<file path="config.mk">
export PLATFORM = sky130hd
export DESIGN_NAME = pipe_ctrl_flat
export DESIGN_NICKNAME = d
export VERILOG_FILES = /design/src/rtl/pipe_ctrl_if.sv /design/src/rtl/pipe_ctrl.sv /design/src/flat_wrapper.sv
export SDC_FILE = /design/constraint.sdc
export NUM_CORES = 1
export LEC_CHECK = 0
export CAP_MARGIN = 20
export CORE_ASPECT_RATIO = 1.1
export CORE_MARGIN = 4
export CORE_UTILIZATION = 45
export CTS_BUF_LIST = sky130_fd_sc_hd__clkbuf_16
export CTS_CLUSTER_DIAMETER = 150
export DETAILED_ROUTE_END_ITERATION = 12
export DONT_BUFFER_PORTS = 1
export SYNTH_ARGS = -nofsm -noshare
export SYNTH_HDL_FRONTEND = slang
export SYNTH_SLANG_ARGS = --single-unit
</file>
<file path="constraint.sdc">
create_clock -name clk -period 5.3 [get_ports clk]
set_input_delay 1.59 -clock clk [delete_from_list [all_inputs] [get_ports clk]]
set_output_delay 1.59 -clock clk [all_outputs]
set_load 0.05 [all_outputs]
</file>
<file path="src/rtl/pipe_ctrl_if.sv">
// Pipeline control bundle: MEM-stage commit inputs, hazard/bus status,
// and the stall/flush/redirect/exception-register outputs of pipe_ctrl.
interface pipe_ctrl_if;
  logic        if_busy;
  logic        mem_busy;
  logic        ld_hazard;
  logic        irq;
  logic [29:0] mem_pc;
  logic        mem_en;
  logic        mem_br_flag;
  logic [2:0]  mem_exp_code;
  logic [1:0]  mem_ctrl_op;
  logic [1:0]  mem_cr_addr;
  logic [31:0] mem_cr_wdata;

  logic        if_stall;
  logic        id_stall;
  logic        ex_stall;
  logic        mem_stall;
  logic        if_flush;
  logic        id_flush;
  logic        ex_flush;
  logic        mem_flush;
  logic [29:0] new_pc;
  logic        int_detect;
  logic        int_en;
  logic [29:0] epc;
  logic [2:0]  exp_cause;

  // The sequencer itself
  modport slave (
    input  if_busy, mem_busy, ld_hazard, irq,
    input  mem_pc, mem_en, mem_br_flag, mem_exp_code,
    input  mem_ctrl_op, mem_cr_addr, mem_cr_wdata,
    output if_stall, id_stall, ex_stall, mem_stall,
    output if_flush, id_flush, ex_flush, mem_flush,
    output new_pc, int_detect, int_en, epc, exp_cause
  );

  // The pipeline side that feeds status in and consumes the controls
  modport master (
    output if_busy, mem_busy, ld_hazard, irq,
    output mem_pc, mem_en, mem_br_flag, mem_exp_code,
    output mem_ctrl_op, mem_cr_addr, mem_cr_wdata,
    input  if_stall, id_stall, ex_stall, mem_stall,
    input  if_flush, id_flush, ex_flush, mem_flush,
    input  new_pc, int_detect, int_en, epc, exp_cause
  );
endinterface

</file>
<file path="src/rtl/pipe_ctrl.sv">
// Central 5-stage pipeline sequencer: combinational stall/flush generation,
// interrupt gating, MEM-stage exception/eret/WRCR commit and the exception
// control registers (EPC, cause, interrupt enable + its saved copy).
module pipe_ctrl #(
  parameter logic [29:0] EXP_VECTOR   = 30'h0000_0100,
  parameter int          FLUSH_CYCLES = 1
) (
  input logic        clk,
  input logic        reset,
  pipe_ctrl_if.slave ctrl
);

  typedef enum logic {RUN, FLUSH} state_t;

  localparam logic [1:0] OP_WRCR = 2'd1;
  localparam logic [1:0] OP_EXRT = 2'd2;
  localparam logic [2:0] FLUSH_LEN = 3'(FLUSH_CYCLES);

  state_t      state;
  state_t      state_next;
  logic [2:0]  flush_cnt;
  logic [2:0]  flush_cnt_next;
  logic [2:0]  flush_cnt_inc;
  logic [29:0] target;
  logic [29:0] epc_reg;
  logic [2:0]  cause_reg;
  logic        int_en_reg;
  logic        pre_int_en;

  logic        bus_stall;
  logic        commit_ok;
  logic        do_exp;
  logic        do_eret;
  logic        do_wrcr;
  logic        flushing;

  assign bus_stall     = ctrl.if_busy | ctrl.mem_busy;
  assign flushing      = (state == FLUSH);
  assign flush_cnt_inc = flush_cnt + 3'd1;

  // A MEM instruction may only commit while running and with MEM not held
  assign commit_ok = (state == RUN) & ~bus_stall & ctrl.mem_en;
  assign do_exp    = commit_ok & (ctrl.mem_exp_code != 3'd0);
  assign do_eret   = commit_ok & (ctrl.mem_exp_code == 3'd0) & (ctrl.mem_ctrl_op == OP_EXRT);
  assign do_wrcr   = commit_ok & (ctrl.mem_exp_code == 3'd0) & (ctrl.mem_ctrl_op == OP_WRCR);

  assign ctrl.int_en    = int_en_reg;
  assign ctrl.epc       = epc_reg;
  assign ctrl.exp_cause = cause_reg;

  // Sequencer state and flush-length counter register
  always_ff @(posedge clk) begin
    if (reset) begin
      state     <= RUN;
      flush_cnt <= 3'd0;
    end else begin
      state     <= state_next;
      flush_cnt <= flush_cnt_next;
    end
  end

  // Next state plus the combinational stall/flush/redirect/interrupt outputs
  always_comb begin
    state_next      = state;
    flush_cnt_next  = flush_cnt;
    ctrl.if_stall   = bus_stall | ctrl.ld_hazard;
    ctrl.id_stall   = bus_stall | ctrl.ld_hazard;
    ctrl.ex_stall   = bus_stall;
    ctrl.mem_stall  = bus_stall;
    ctrl.if_flush   = flushing;
    ctrl.id_flush   = flushing;
    ctrl.ex_flush   = flushing | (ctrl.ld_hazard & ~bus_stall);
    ctrl.mem_flush  = flushing;
    ctrl.new_pc     = flushing ? target : 30'd0;
    ctrl.int_detect = ctrl.irq & int_en_reg & ~flushing & ~bus_stall & ~ctrl.ld_hazard;

    case (state)
      RUN: begin
        if (do_exp || do_eret) begin
          state_next     = FLUSH;
          flush_cnt_next = 3'd0;
        end
      end
      FLUSH: begin
        if (!bus_stall) begin
          if (flush_cnt_inc == FLUSH_LEN) begin
            state_next     = RUN;
            flush_cnt_next = 3'd0;
          end else begin
            flush_cnt_next = flush_cnt_inc;
          end
        end
      end
      default: begin
        state_next     = RUN;
        flush_cnt_next = 3'd0;
      end
    endcase
  end

  // Exception control registers and redirect target, updated on commit
  always_ff @(posedge clk) begin
    if (reset) begin
      target     <= 30'd0;
      epc_reg    <= 30'd0;
      cause_reg  <= 3'd0;
      int_en_reg <= 1'b0;
      pre_int_en <= 1'b0;
    end else if (do_exp) begin
      epc_reg    <= ctrl.mem_br_flag ? (ctrl.mem_pc - 30'd1) : ctrl.mem_pc;
      cause_reg  <= ctrl.mem_exp_code;
      pre_int_en <= int_en_reg;
      int_en_reg <= 1'b0;
      target     <= EXP_VECTOR;
    end else if (do_eret) begin
      int_en_reg <= pre_int_en;
      target     <= epc_reg;
    end else if (do_wrcr) begin
      case (ctrl.mem_cr_addr)
        2'd0: begin
          int_en_reg <= ctrl.mem_cr_wdata[0];
          pre_int_en <= ctrl.mem_cr_wdata[1];
        end
        2'd1:    cause_reg <= ctrl.mem_cr_wdata[2:0];
        2'd2:    epc_reg   <= ctrl.mem_cr_wdata[31:2];
        default: ;
      endcase
    end
  end

endmodule

</file>
<file path="src/flat_wrapper.sv">
// flat-port wrapper written by rule: the top's interface ports become plain ports
module pipe_ctrl_flat 
#(
  parameter logic [29:0] EXP_VECTOR   = 30'h0000_0100,
  parameter int          FLUSH_CYCLES = 1
)
  (clk, reset, ctrl_if_busy, ctrl_mem_busy, ctrl_ld_hazard, ctrl_irq, ctrl_mem_pc, ctrl_mem_en, ctrl_mem_br_flag, ctrl_mem_exp_code, ctrl_mem_ctrl_op, ctrl_mem_cr_addr, ctrl_mem_cr_wdata, ctrl_if_stall, ctrl_id_stall, ctrl_ex_stall, ctrl_mem_stall, ctrl_if_flush, ctrl_id_flush, ctrl_ex_flush, ctrl_mem_flush, ctrl_new_pc, ctrl_int_detect, ctrl_int_en, ctrl_epc, ctrl_exp_cause);
  pipe_ctrl_if ctrl_i ();
  input logic clk;
  input logic reset;
  input wire logic [$bits(ctrl_i.if_busy)-1:0] ctrl_if_busy;
  input wire logic [$bits(ctrl_i.mem_busy)-1:0] ctrl_mem_busy;
  input wire logic [$bits(ctrl_i.ld_hazard)-1:0] ctrl_ld_hazard;
  input wire logic [$bits(ctrl_i.irq)-1:0] ctrl_irq;
  input wire logic [$bits(ctrl_i.mem_pc)-1:0] ctrl_mem_pc;
  input wire logic [$bits(ctrl_i.mem_en)-1:0] ctrl_mem_en;
  input wire logic [$bits(ctrl_i.mem_br_flag)-1:0] ctrl_mem_br_flag;
  input wire logic [$bits(ctrl_i.mem_exp_code)-1:0] ctrl_mem_exp_code;
  input wire logic [$bits(ctrl_i.mem_ctrl_op)-1:0] ctrl_mem_ctrl_op;
  input wire logic [$bits(ctrl_i.mem_cr_addr)-1:0] ctrl_mem_cr_addr;
  input wire logic [$bits(ctrl_i.mem_cr_wdata)-1:0] ctrl_mem_cr_wdata;
  output wire logic [$bits(ctrl_i.if_stall)-1:0] ctrl_if_stall;
  output wire logic [$bits(ctrl_i.id_stall)-1:0] ctrl_id_stall;
  output wire logic [$bits(ctrl_i.ex_stall)-1:0] ctrl_ex_stall;
  output wire logic [$bits(ctrl_i.mem_stall)-1:0] ctrl_mem_stall;
  output wire logic [$bits(ctrl_i.if_flush)-1:0] ctrl_if_flush;
  output wire logic [$bits(ctrl_i.id_flush)-1:0] ctrl_id_flush;
  output wire logic [$bits(ctrl_i.ex_flush)-1:0] ctrl_ex_flush;
  output wire logic [$bits(ctrl_i.mem_flush)-1:0] ctrl_mem_flush;
  output wire logic [$bits(ctrl_i.new_pc)-1:0] ctrl_new_pc;
  output wire logic [$bits(ctrl_i.int_detect)-1:0] ctrl_int_detect;
  output wire logic [$bits(ctrl_i.int_en)-1:0] ctrl_int_en;
  output wire logic [$bits(ctrl_i.epc)-1:0] ctrl_epc;
  output wire logic [$bits(ctrl_i.exp_cause)-1:0] ctrl_exp_cause;
  assign ctrl_i.if_busy = ctrl_if_busy;
  assign ctrl_i.mem_busy = ctrl_mem_busy;
  assign ctrl_i.ld_hazard = ctrl_ld_hazard;
  assign ctrl_i.irq = ctrl_irq;
  assign ctrl_i.mem_pc = ctrl_mem_pc;
  assign ctrl_i.mem_en = ctrl_mem_en;
  assign ctrl_i.mem_br_flag = ctrl_mem_br_flag;
  assign ctrl_i.mem_exp_code = ctrl_mem_exp_code;
  assign ctrl_i.mem_ctrl_op = ctrl_mem_ctrl_op;
  assign ctrl_i.mem_cr_addr = ctrl_mem_cr_addr;
  assign ctrl_i.mem_cr_wdata = ctrl_mem_cr_wdata;
  assign ctrl_if_stall = ctrl_i.if_stall;
  assign ctrl_id_stall = ctrl_i.id_stall;
  assign ctrl_ex_stall = ctrl_i.ex_stall;
  assign ctrl_mem_stall = ctrl_i.mem_stall;
  assign ctrl_if_flush = ctrl_i.if_flush;
  assign ctrl_id_flush = ctrl_i.id_flush;
  assign ctrl_ex_flush = ctrl_i.ex_flush;
  assign ctrl_mem_flush = ctrl_i.mem_flush;
  assign ctrl_new_pc = ctrl_i.new_pc;
  assign ctrl_int_detect = ctrl_i.int_detect;
  assign ctrl_int_en = ctrl_i.int_en;
  assign ctrl_epc = ctrl_i.epc;
  assign ctrl_exp_cause = ctrl_i.exp_cause;
  pipe_ctrl #(.EXP_VECTOR(EXP_VECTOR), .FLUSH_CYCLES(FLUSH_CYCLES)) u_core (.clk(clk), .reset(reset), .ctrl(ctrl_i));
endmodule
</file>
## Word-level counts from Yosys, hierarchy flattened

Index checks and enable logic that the tools add are counted.

| cells by class | value |
|---|---|
| reductions and logical operators | 17 |
| bitwise logic cells | 17 |
| eq/ne operators | 8 |
| $add $sub $neg | 2 |
| mux-type cells | 27 |

Operators with widths:

| cell | number |
|---|---|
| 2-to-1 mux 30 bit | 6 |
| subtractor 30 x 1 -> 30 bit, second input constant | 1 |
| 2-to-1 mux 3 bit | 7 |
| 2-to-1 mux 9 bit | 2 |
| nonzero test 2 bit | 7 |
| AND 1 bit | 11 |
| 2-to-1 mux 1 bit | 10 |
| AND reduction 3 bit | 3 |
| case mux 3 bit (2 select lines) | 1 |
| equality test 2 x 1 -> 1 bit, second input constant | 2 |
| equality test 2 bit, second input constant | 2 |
| inequality test 2 bit, second input constant | 2 |
| AND reduction 2 bit | 2 |
| adder 3 x 1 -> 3 bit, second input constant | 1 |
| equality test 3 x 1 -> 1 bit, second input constant | 1 |
| zero test 3 bit | 1 |
| NOT 1 bit | 3 |
| OR 1 bit | 3 |
| nonzero test 3 bit | 1 |
| zero test 2 bit | 1 |
| inequality test 2 x 1 -> 1 bit, second input constant | 1 |
| case mux 1 bit (2 select lines) | 1 |
| OR reduction 2 bit | 1 |
| logical OR 1 bit | 1 |

| storage, ports and cells | value |
|---|---|
| flip-flop bits (word level) | 69 |
| bits of input ports | 77 |
| output and inout port bits | 73 |

## Depth between registers and ports, before layout

| depth | value |
|---|---|
| depth in word-level cells | 9 |
| depth in mapped cells | 7 |
| mapped depth without buffers | 7 |

## Worst setup path before layout

Ideal clock, no wire load.

| path | value |
|---|---|
| kind | input-to-output |
| start point | input port ctrl_mem_busy |
| end point | output port ctrl_int_detect |
| required time | 3,710 ps |
| stages on the path | 2 |
| setup slack | 333 ps |
| arrival time | 3,377 ps |
| buffers on the path | 0 |
| cells stage by stage | or3_1 -> nor3_1 |

| between the ends | value |
|---|---|
| cells in the longest elaborated chain, start to end | 4 |

RTL lines:

| item | RTL line | source |
|---|---|---|
| from (decl) | flat_wrapper.sv:12 | `input wire logic [$bits(ctrl_i.mem_busy)-1:0] ctrl_mem_busy;` |
| OR 1 bit | pipe_ctrl.sv:37 | `assign bus_stall = ctrl.if_busy \| ctrl.mem_busy;` |
| NOT 1 bit | pipe_ctrl.sv:75 | `ctrl.int_detect = ctrl.irq & int_en_reg & ~flushing & ~bus_stall & ~ctrl.ld_hazard;` |
| AND 1 bit (2 in a row) | pipe_ctrl.sv:75 |  |
| to (decl) | flat_wrapper.sv:31 | `output wire logic [$bits(ctrl_i.int_detect)-1:0] ctrl_int_detect;` |

Every way passes these cells.

## Final worst setup path

| path | value |
|---|---|
| start point | input port ctrl_mem_busy |
| end point | output port ctrl_mem_stall |

| between the ends | value |
|---|---|
| cells in the longest elaborated chain, start to end | 1 |

RTL lines:

| item | RTL line | source |
|---|---|---|
| OR 1 bit | pipe_ctrl.sv:37 |  |
| to (decl) | flat_wrapper.sv:25 | `output wire logic [$bits(ctrl_i.mem_stall)-1:0] ctrl_mem_stall;` |

Every way passes these cells.

==> flow_summary_export.csv <==
group,metric,value,unit
grt,grt_max_degree,42,
finish,syn2layout_area_growth,11.67,%
floorplanning,ioPinCount,150,
outcome,outcome,"finished, final reports clean",
setup_path,criticalPathCategory,"in2out",
yosys,yosysMostFrequentCell,"nand2_1",
timing,fin_crit_sh,75.23,%
power,power_density,320.8,nW/um^2
timing,slew_viol_final,0,
setup_path,worst-r2r-cell-count,6,
floorplanning,die_w,93.81,um
yosys,syn-num-nets,545,
power,power_leakage,1.339,nW
grt,grt_use_total,21.77,%
timing,setup_viol,0,
yosys,synth-seq-area-share,37.90,%
placed_design,placedInstanceArea,3695,um^2
clock_network,ctsResizeCount,0,
placed_design,place_ws,1.324,ns
yosys,synth-seq-cells,69,
setup_path,slowest_delay,0.50,ns
floorplanning,start_util,46.06,%
placed_design,dp_hpwl,7972,um
setup_path,end_kind,"primary output",
route,drc,0,
grt,grt_first_pass_wirelength,16460,um
finish,layout-drive-gt1-share,8.315,%
yosys,avgSynthCellArea,7.838,um^2
route,drt-total-wl,10640,um
clock_network,cts_inserted_buffers,9,
clock_network,cts_hold_buf,0,
setup_path,cp_max_fo,6,
yosys,ys_async_sr_fraction,0,%
timing,fmax,0.2508,GHz
yosys,synth_top_area_share,37.90,%
setup_path,cp_num_cells,2,
route,detail_route.wl_per_cell,18.80,um
route,via_count,3282,
grt,grt_remaining_overflow,0,
setup_path,path_cells,"nor2_1 -> inv_1",
setup_path,cpMaxStageDelayCell,"inv_1",
power,ir_drop,0.1572,mV
setup_path,critical_path.top_delay_family,"buffers and inverters",
timing,hold_violations,0,
clock_network,cts_root_buf,"clkbuf_16",
finish,seqCellArea,1383,um^2
setup_path,path_buf_inv,1,
yosys,synth-main-ff-cell,"dfxtp_1",
yosys,synth_largest_area_cell,"dfxtp_1",
yosys,synth_cell_types,54,
power,p_total,1.306,mW
yosys,ys_top_cells_by_count,"nand2_1, dfxtp_1, a21oi_1, and2_1, clkbuf_1",
clock_network,cts.reportedPaths.clkPinSlew,0.06,ns
job,drv_cap,0,
timing,tightest_slew,0.8433,ns
finish,fillers,829,
route,ant_nets,0,
route,drt_iter0_markers,110,
timing,layout_setup_ws,1.313,ns
min_path,holdCritPathClass,"reg2reg",
clock_network,clk_latency,0.32,ns
route,vias_per_cell,5.799,
route,drtPass1Iterations,4,
finish,multiInputGateArea,2095,um^2
yosys,syn_inst,465,
timing,rsz0062_at_grt,"no",
timing,finClkSkew,0.004562,ns
yosys,yosys-top-cells-area,"dfxtp_1, nand2_1, a21oi_1, and2_1, xnor2_1",
timing,layout_min_cycle_time,3.987,ns
grt,grt_pass1_vias,3148,
floorplanning,rows,34,
yosys,synth-edff-count,0,
grt,antenna_found_initial,1,
floorplanning,die_y,102.4,um
min_path,worstHoldPathCells,2,
timing,max_slew_margin,43.72,%
clock_network,postCtsSetupBuffers,0,
clock_network,tritoncts,"done",
setup_path,startpoint_type,"input pin",
finish,design_area,4070,um^2
floorplanning,dieArea,9605,um^2
yosys,netlist_area,3645,um^2
timing,fin_setup_tns,0,ns
clock_network,htree_levels,3,
setup_path,cp.arrival,2.40,ns
clock_network,clock_sinks,69,
placed_design,gp_congestion,0.8108,
clock_network,cts.path.max_buffers,2,
yosys,yosys_warnings,0,
floorplanning,core_region_area,7913,um^2
finish,final_nets,532,
placed_design,port-buffer-count,0,
setup_path,cp.required,3.71,ns
-- cell families after synthesis --
| family | Yosys count | share of synthesized area [%] |
|---|---|---|
| adders and majority gates | 3 | 1.030 |
| muxes | 2 | 0.5493 |
| DFF | 69 | 37.90 |
| and+or+nand+nor | 208 | 29.76 |
| xor gates and xnor gates | 23 | 5.527 |
| buffers and inverters | 43 | 4.978 |
| AOI/OAI and AO/OA | 117 | 20.25 |
-- layer usage --
layer	track usage, %	vias to the layer above	share of wire (%)	wire (um)
met1	29.35	1518	44	4728
li1	-	1639	-	-
met3	6.996	6	9.5	1010
met5	0	-	0	0
met2	34.03	119	45	4820
met4	5.111	0	0.77	82
-- through the flow --
step | cells | utilization [%] | hold WS, ns
floorplan | 465 | - | 0.4317
global placement | 545 | 46.70 | 0.4374
detailed placement | 545 | 46.70 | 0.4450
CTS | 561 | 50.77 | 0.4528
global route | 566 | 51.44 | 0.4726
finish | 566 | 51.44 | 0.4499
-- power breakdown --
group	internal [mW]	switching, mW	leakage (nW)	total [mW]
combinational	0.0297	0.0513	0.627	0.0809
sequential	0.531	0.0503	0.559	0.581
clock	0.414	0.230	0.152	0.644
total	0.974	0.332	1.34	1.31
-- layout make-up --
cell class                      instances  share of cell area [%]
Tap cell                              108                   3.320
Multi-Input combinational cell        353                   51.46
Clock buffer                            9                   5.533
Sequential cell                        69                   33.97
Clock inverter                          7                   2.398
Antenna cell                            1                 0.06148
Inverter                                8                  0.7378
Timing Repair Buffer                   11                   2.521
-- worst paths after layout --
check / from / slack, ns / endpoint
worst max register to register: u_core.ctrl.id_flush$_SDFF_PP0_ / 2.21 / u_core.flush_cnt[2]$_SDFFE_PP0P_
worst min register to register: u_core.target[23]$_SDFFE_PP0N_ / 0.45 / u_core.target[23]$_SDFFE_PP0N_
worst max-delay path: ctrl_mem_busy / 1.31 / ctrl_mem_stall
worst min-delay path: u_core.target[23]$_SDFFE_PP0N_ / 0.45 / u_core.target[23]$_SDFFE_PP0N_
-- cell usage in the layout, fill, tap and decap left out, drive strengths merged, types with 6 or more instances in the layout --
cell,synthesis,layout
nand2,82,82
dfxtp,69,69
a21oi,49,49
and2,30,30
nor2,25,25
xnor2,16,16
nor3,14,14
a22oi,11,11
buf,8,11
o21ai,11,11
nor4,10,10
inv,8,10
clkbuf,27,9
nand3,8,8
or4,8,8
o221ai,7,7
xor2,7,7
a211oi,7,7
or3,7,7
o22ai,6,6
Power figures use the tool's default switching activity.
==> RTL change 1 (config.mk and constraints unchanged) <==
Reset style: asynchronous (`reset`), changed in 2 clocked blocks.
--- a/src/rtl/pipe_ctrl.sv
+++ b/src/rtl/pipe_ctrl.sv
@@ -49,7 +49,7 @@
   assign ctrl.exp_cause = cause_reg;
 
   // Sequencer state and flush-length counter register
-  always_ff @(posedge clk) begin
+  always_ff @(posedge clk or posedge reset) begin
     if (reset) begin
       state     <= RUN;
       flush_cnt <= 3'd0;
@@ -99,7 +99,7 @@
   end
 
   // Exception control registers and redirect target, updated on commit
-  always_ff @(posedge clk) begin
+  always_ff @(posedge clk or posedge reset) begin
     if (reset) begin
       target     <= 30'd0;
       epc_reg    <= 30'd0;
Function: differs if reset is asserted again (counterexample within 4 cycles, from zero or initial values and one cycle with reset high); with reset held inactive, the same outputs for 10 cycles.
==> RTL change 1 against the original RTL <==
Sequential share of layout area increased by 6.4 points; critical path type unchanged; wire length decreased by 0.16%; cell area increased by 5.3%; synthesized area increased by 7.4%; worst setup slack improved by 25 ps; sequential cell count unchanged; critical endpoint is now ctrl_int_detect; critical path depth increased by 1; count of clock-buffer cells in the layout unchanged.
Power is not compared: it rests on default switching activity, and its combinational part moved more than twofold at a synthesized area within 25%.
==> RTL change 1: results (changes against the original RTL) <==
Status = completed (unchanged)
Post-CTS sizing = 0 (unchanged)
Initial DRC Count = 133 (was 110)
Layout cells sized above 1 = 9.931% (was 8.315%)
Clk Latency, worst-skew pair = 330 ps
Post-synthesis mux area share = 0.7987% (was 0.5493%)
Crit path max-delay cell type = or3_1 (was inv_1)
Diode count = 0 (was 1)
Worst slew pin tran = 835.4 ps (was 843.3 ps)
Vias in the first global route = 3171 (was 3148)
H-Tree Depth = 3 (unchanged)
IR drop worst, VDD = 0.0001945 V
Worst Hold Class = register to register (unchanged)
Most frequent cells after synthesis = nand2_1 (91), dfrtp_1 (69), o21ai_0 (42) (was nand2_1 (82), dfxtp_1 (69), a21oi_1 (49))
Gr usage total = 20.98% (was 21.77%)
Fillers = 810 (was 829)
Final Net Count = 509 (was 532)
Placed cell areas = 3984 um^2 (was 3695 um^2)
Seq/Total Area, Yosys = 44.09% (was 37.90%)
1st-pass router iterations = 4 (unchanged)
Synth Area in Compound Gates = 15.97% (was 20.25%)
Synth Area in XOR/XNOR = 6.038% (was 5.527%)
First-pass GRT wire length = 16990 um (was 16460 um)
Post-CTS setup buffers = 0 (unchanged)
Ys async rst share = 100.0% (was 0%)
Largest net degree at the start of global routing = 44 (was 42)
Clk slew on worst S/H paths = 50 ps
Longest Clk Path Bufs = 2 (unchanged)
Leakage power = 1.757 nW
Root Driver = clkbuf_16 (unchanged)
WL per Instance = 19.53 um (was 18.80 um)
Switching power share of the total = 47.59%
Yosys Warn Count = 0 (unchanged)
Crit path max fanout = 4 (was 6)
Synth area leaders = dfrtp_1 (44%), nand2_1 (8.7%), o21ai_0 (5.4%), and2_1 (5.1%), xnor2_1 (4.0%) (was dfxtp_1 (38%), nand2_1 (8.4%), a21oi_1 (6.7%), and2_1 (5.1%), xnor2_1 (3.8%))
Post-Synth Adder-Cell Area = 0.9585% (was 1.030%)
DP Wirelength = 7818 um (was 7972 um)
Vias per cell = 5.790 (was 5.799)
Delay-heaviest family, CP = simple AND/OR/NAND/NOR gates (was buffers and inverters)
CTS Buf Count = 9 (unchanged)
Synth Net Count = 521 (was 545)
Clock skew = 5.151 ps (was 4.562 ps)
Synth unique cells = 52 (was 54)
Gpl congestion = 0.8260 (was 0.8108)
PortBufs = 0 (unchanged)
Worst EP arrival = 2370 ps (was 2400 ps)
Place WS = 1338 ps (was 1324 ps)
Initial antenna violation count = 0 (was 1)
Crit-path max cell delay = 380 ps (was 500 ps)
[RTL change 1: cell types whose count changed after synthesis, sizes merged, moves of 10 or more]
cell / before / now
dfrtp: 0 / 69
a21oi: 49 / 15
clkbuf: 27 / 15
dfxtp: 69 / 0
o21ai: 11 / 51
nor2: 25 / 15
[RTL change 1: cell type report]
| cell class | instances | area, um^2 | share of cell area [%] |
|---|---|---|---|
| tap | 111 | 138.9 | 3.241 |
| inverter | 9 | 33.78 | 0.7883 |
| sequential | 69 | 1728 | 40.32 |
| clock inverter | 6 | 56.30 | 1.314 |
| clock buffer | 9 | 225.2 | 5.255 |
| timing repair buffer | 9 | 80.08 | 1.869 |
| multi-input combinational | 331 | 2023 | 47.21 |
[RTL change 1: per-stage QoR]
| stage | util [%] | cells |
|---|---|---|
| 6_report | 50.70 | 544 |
| 5_1_grt | 50.70 | 544 |
| 4_1_cts | 50.47 | 543 |
| 3_5_place_dp | 47.14 | 528 |
| 3_3_place_gp | 47.14 | 528 |
| 2_1_floorplan | - | 441 |
[RTL change 1: tightest hold or removal path: stages, from the launching register on]
cell and delay, ps:
dfrtp_1 340, nand2_1 50, o31ai_1 60
[RTL change 1: layer usage]
| metal | track usage [%] | wire, um |
|---|---|---|
| met2 | 33.58 | 5135 |
| met4 | 7.924 | 164 |
| met1 | 26.26 | 4326 |
| met3 | 7.081 | 998 |
| met5 | 0 | 0 |
[RTL change 1: kinds of logic after synthesis]
family | count (synthesis)
adder cells (fa/ha/maj) | 3
AO/OA/AOI/OAI | 102
buffers and inverters | 41
AND/OR/NAND/NOR | 196
flip-flops | 69
multiplexers | 3
XOR/XNOR | 27
[RTL change 1: path summary, 6_finish.rpt]
check,from,endpoint,slack [ps],cells past startpoint
worst max-delay path,ctrl_mem_busy,ctrl_int_detect,1340,3
worst min-delay path,u_core.pre_int_en$_DFFE_PP0P_,u_core.ctrl.int_en$_DFFE_PP0P_,490,2
max in group asynchronous,reset,u_core.target[29]$_DFFE_PP0P_,3120,2
min in group asynchronous,reset,u_core.ctrl.epc[15]$_DFFE_PP0P_,1210,1
worst max register to register,u_core.ctrl.id_flush$_DFF_PP0_,u_core.ctrl.epc[19]$_DFFE_PP0P_,2750,4
worst min register to register,u_core.pre_int_en$_DFFE_PP0P_,u_core.ctrl.int_en$_DFFE_PP0P_,490,2
[RTL change 1: power groups by stage]
stage | registers, mW | logic, mW | clock network, mW
detailed placement | 1.26 | 0.374 | 0
global route | 1.27 | 0.420 | 0.606
finish | 1.25 | 0.372 | 0.570
CTS | 1.25 | 0.374 | 0.583
global placement | 1.26 | 0.365 | 0
floorplan | 1.21 | 0.325 | 0
==> RTL change 2 (config.mk and constraints unchanged) <==
Made on the original files. `EXP_VECTOR` is set to 30'h0000_0100 in 2 places; all go to 30'h000000C0.
--- a/src/rtl/pipe_ctrl.sv
+++ b/src/rtl/pipe_ctrl.sv
@@ -2,7 +2,7 @@
 // interrupt gating, MEM-stage exception/eret/WRCR commit and the exception
 // control registers (EPC, cause, interrupt enable + its saved copy).
 module pipe_ctrl #(
-  parameter logic [29:0] EXP_VECTOR   = 30'h0000_0100,
+  parameter logic [29:0] EXP_VECTOR   = 30'h000000C0,
   parameter int          FLUSH_CYCLES = 1
 ) (
   input logic        clk,
--- a/src/flat_wrapper.sv
+++ b/src/flat_wrapper.sv
@@ -1,7 +1,7 @@
 // flat-port wrapper written by rule: the top's interface ports become plain ports
 module pipe_ctrl_flat 
 #(
-  parameter logic [29:0] EXP_VECTOR   = 30'h0000_0100,
+  parameter logic [29:0] EXP_VECTOR   = 30'h000000C0,
   parameter int          FLUSH_CYCLES = 1
 )
   (clk, reset, ctrl_if_busy, ctrl_mem_busy, ctrl_ld_hazard, ctrl_irq, ctrl_mem_pc, ctrl_mem_en, ctrl_mem_br_flag, ctrl_mem_exp_code, ctrl_mem_ctrl_op, ctrl_mem_cr_addr, ctrl_mem_cr_wdata, ctrl_if_stall, ctrl_id_stall, ctrl_ex_stall, ctrl_mem_stall, ctrl_if_flush, ctrl_id_flush, ctrl_ex_flush, ctrl_mem_flush, ctrl_new_pc, ctrl_int_detect, ctrl_int_en, ctrl_epc, ctrl_exp_cause);
Function: changed (a bounded check fails within 4 cycles, from zero or initial values and one cycle with reset high).
==> RTL change 2 against the original RTL <==
Non-clock buffer count fell by 4; die area increased by 4.8%; worst setup slack worse by 200 ps; wire length increased by 0.83%; sequential cell count stayed put; cell area increased by 2.8%; highest routed layer unchanged; synthesized area rose by 5.2%; total power is 0.51% lower; largest cell class unchanged; maximum frequency is 4.8% lower.
==> RTL change 2: results (changes against the original RTL) <==
Status = completed (unchanged)
Switching power share of the total = 25.07% (was 25.39%)
Leakage power = 1.383 nW (was 1.339 nW)
Placed insts = 554 (was 545)
Metal-1 WL = 5056 um (was 4728 um)
Worst EP arrival = 2600 ps (was 2400 ps)
DP Wirelength = 8149 um (was 7972 um)
WL met2 = 4583 um (was 4820 um)
GR met2 Demand/Resource = 30.49% (was 34.03%)
Met3 usage = 6.120% (was 6.996%)
Hold Crit Endpoint = u_core.target[11]$_SDFFE_PP0P_ (was u_core.target[23]$_SDFFE_PP0N_)
Via Count = 3271 (was 3282)
GR Util met1 = 30.93% (was 29.35%)
WL per Instance = 18.76 um (was 18.80 um)
Clock skew = 4.280 ps (was 4.562 ps)
Layout cells sized above 1 = 8.894% (was 8.315%)
Synth area leaders = dfxtp_1 (36%), nand2_1 (8.2%), a21oi_1 (5.9%), and2_1 (4.9%), xor2_1 (3.7%) (was dfxtp_1 (38%), nand2_1 (8.4%), a21oi_1 (6.7%), and2_1 (5.1%), xnor2_1 (3.8%))
Fillers = 817 (was 829)
Final WS setup = 1111 ps (was 1313 ps)
Placed cell areas = 3814 um^2 (was 3695 um^2)
DR WL met3 = 935 um (was 1010 um)
CP endpoint = ctrl_int_detect (was ctrl_mem_stall)
Slew HR = 44.49% (was 43.72%)
First-pass GRT wire length = 16590 um (was 16460 um)
Gpl congestion = 0.8072 (was 0.8108)
Clock group = 0.626 mW (was 0.644 mW)
Initial DRC Count = 178 (was 110)
==> RTL change 2: cell count changes in the layout (fill, tap and decap cells not counted), sizes merged, moves of 5 or more <==
cell    unedited run  this run
xnor2             16         8
o22ai              6        14
xor2               7        16
nor3              14         9
o221ai             7         0
or4                8         1
==> RTL change 2: cell type report <==
cell class,instances,share of cell area (%)
Clock inverter,7,2.124
Sequential cell,69,33.05
Tap cell,111,3.320
Timing Repair Buffer,7,2.214
Inverter,6,0.5384
Clock buffer,9,5.384
Multi-Input combinational cell,363,53.37
==> RTL change 2: kinds of logic (layout without fill, tap and decap cells) <==
family          Yosys count  in the layout  share of synthesized area, %
mux                       2              2                        0.5222
xor+xnor                 24             24                         5.483
buf+inv                  41             29                         5.744
flops                    69             69                         36.03
fa+ha+maj                 3              3                        0.9792
compound gates          123            123                         21.25
simple gates            211            211                         29.99
==> RTL change 2: worst max-delay path, cell delays in order <==
cell,delay [ps]
or3_1,350
buf_4,240
nor3_1,190
buf_4,220
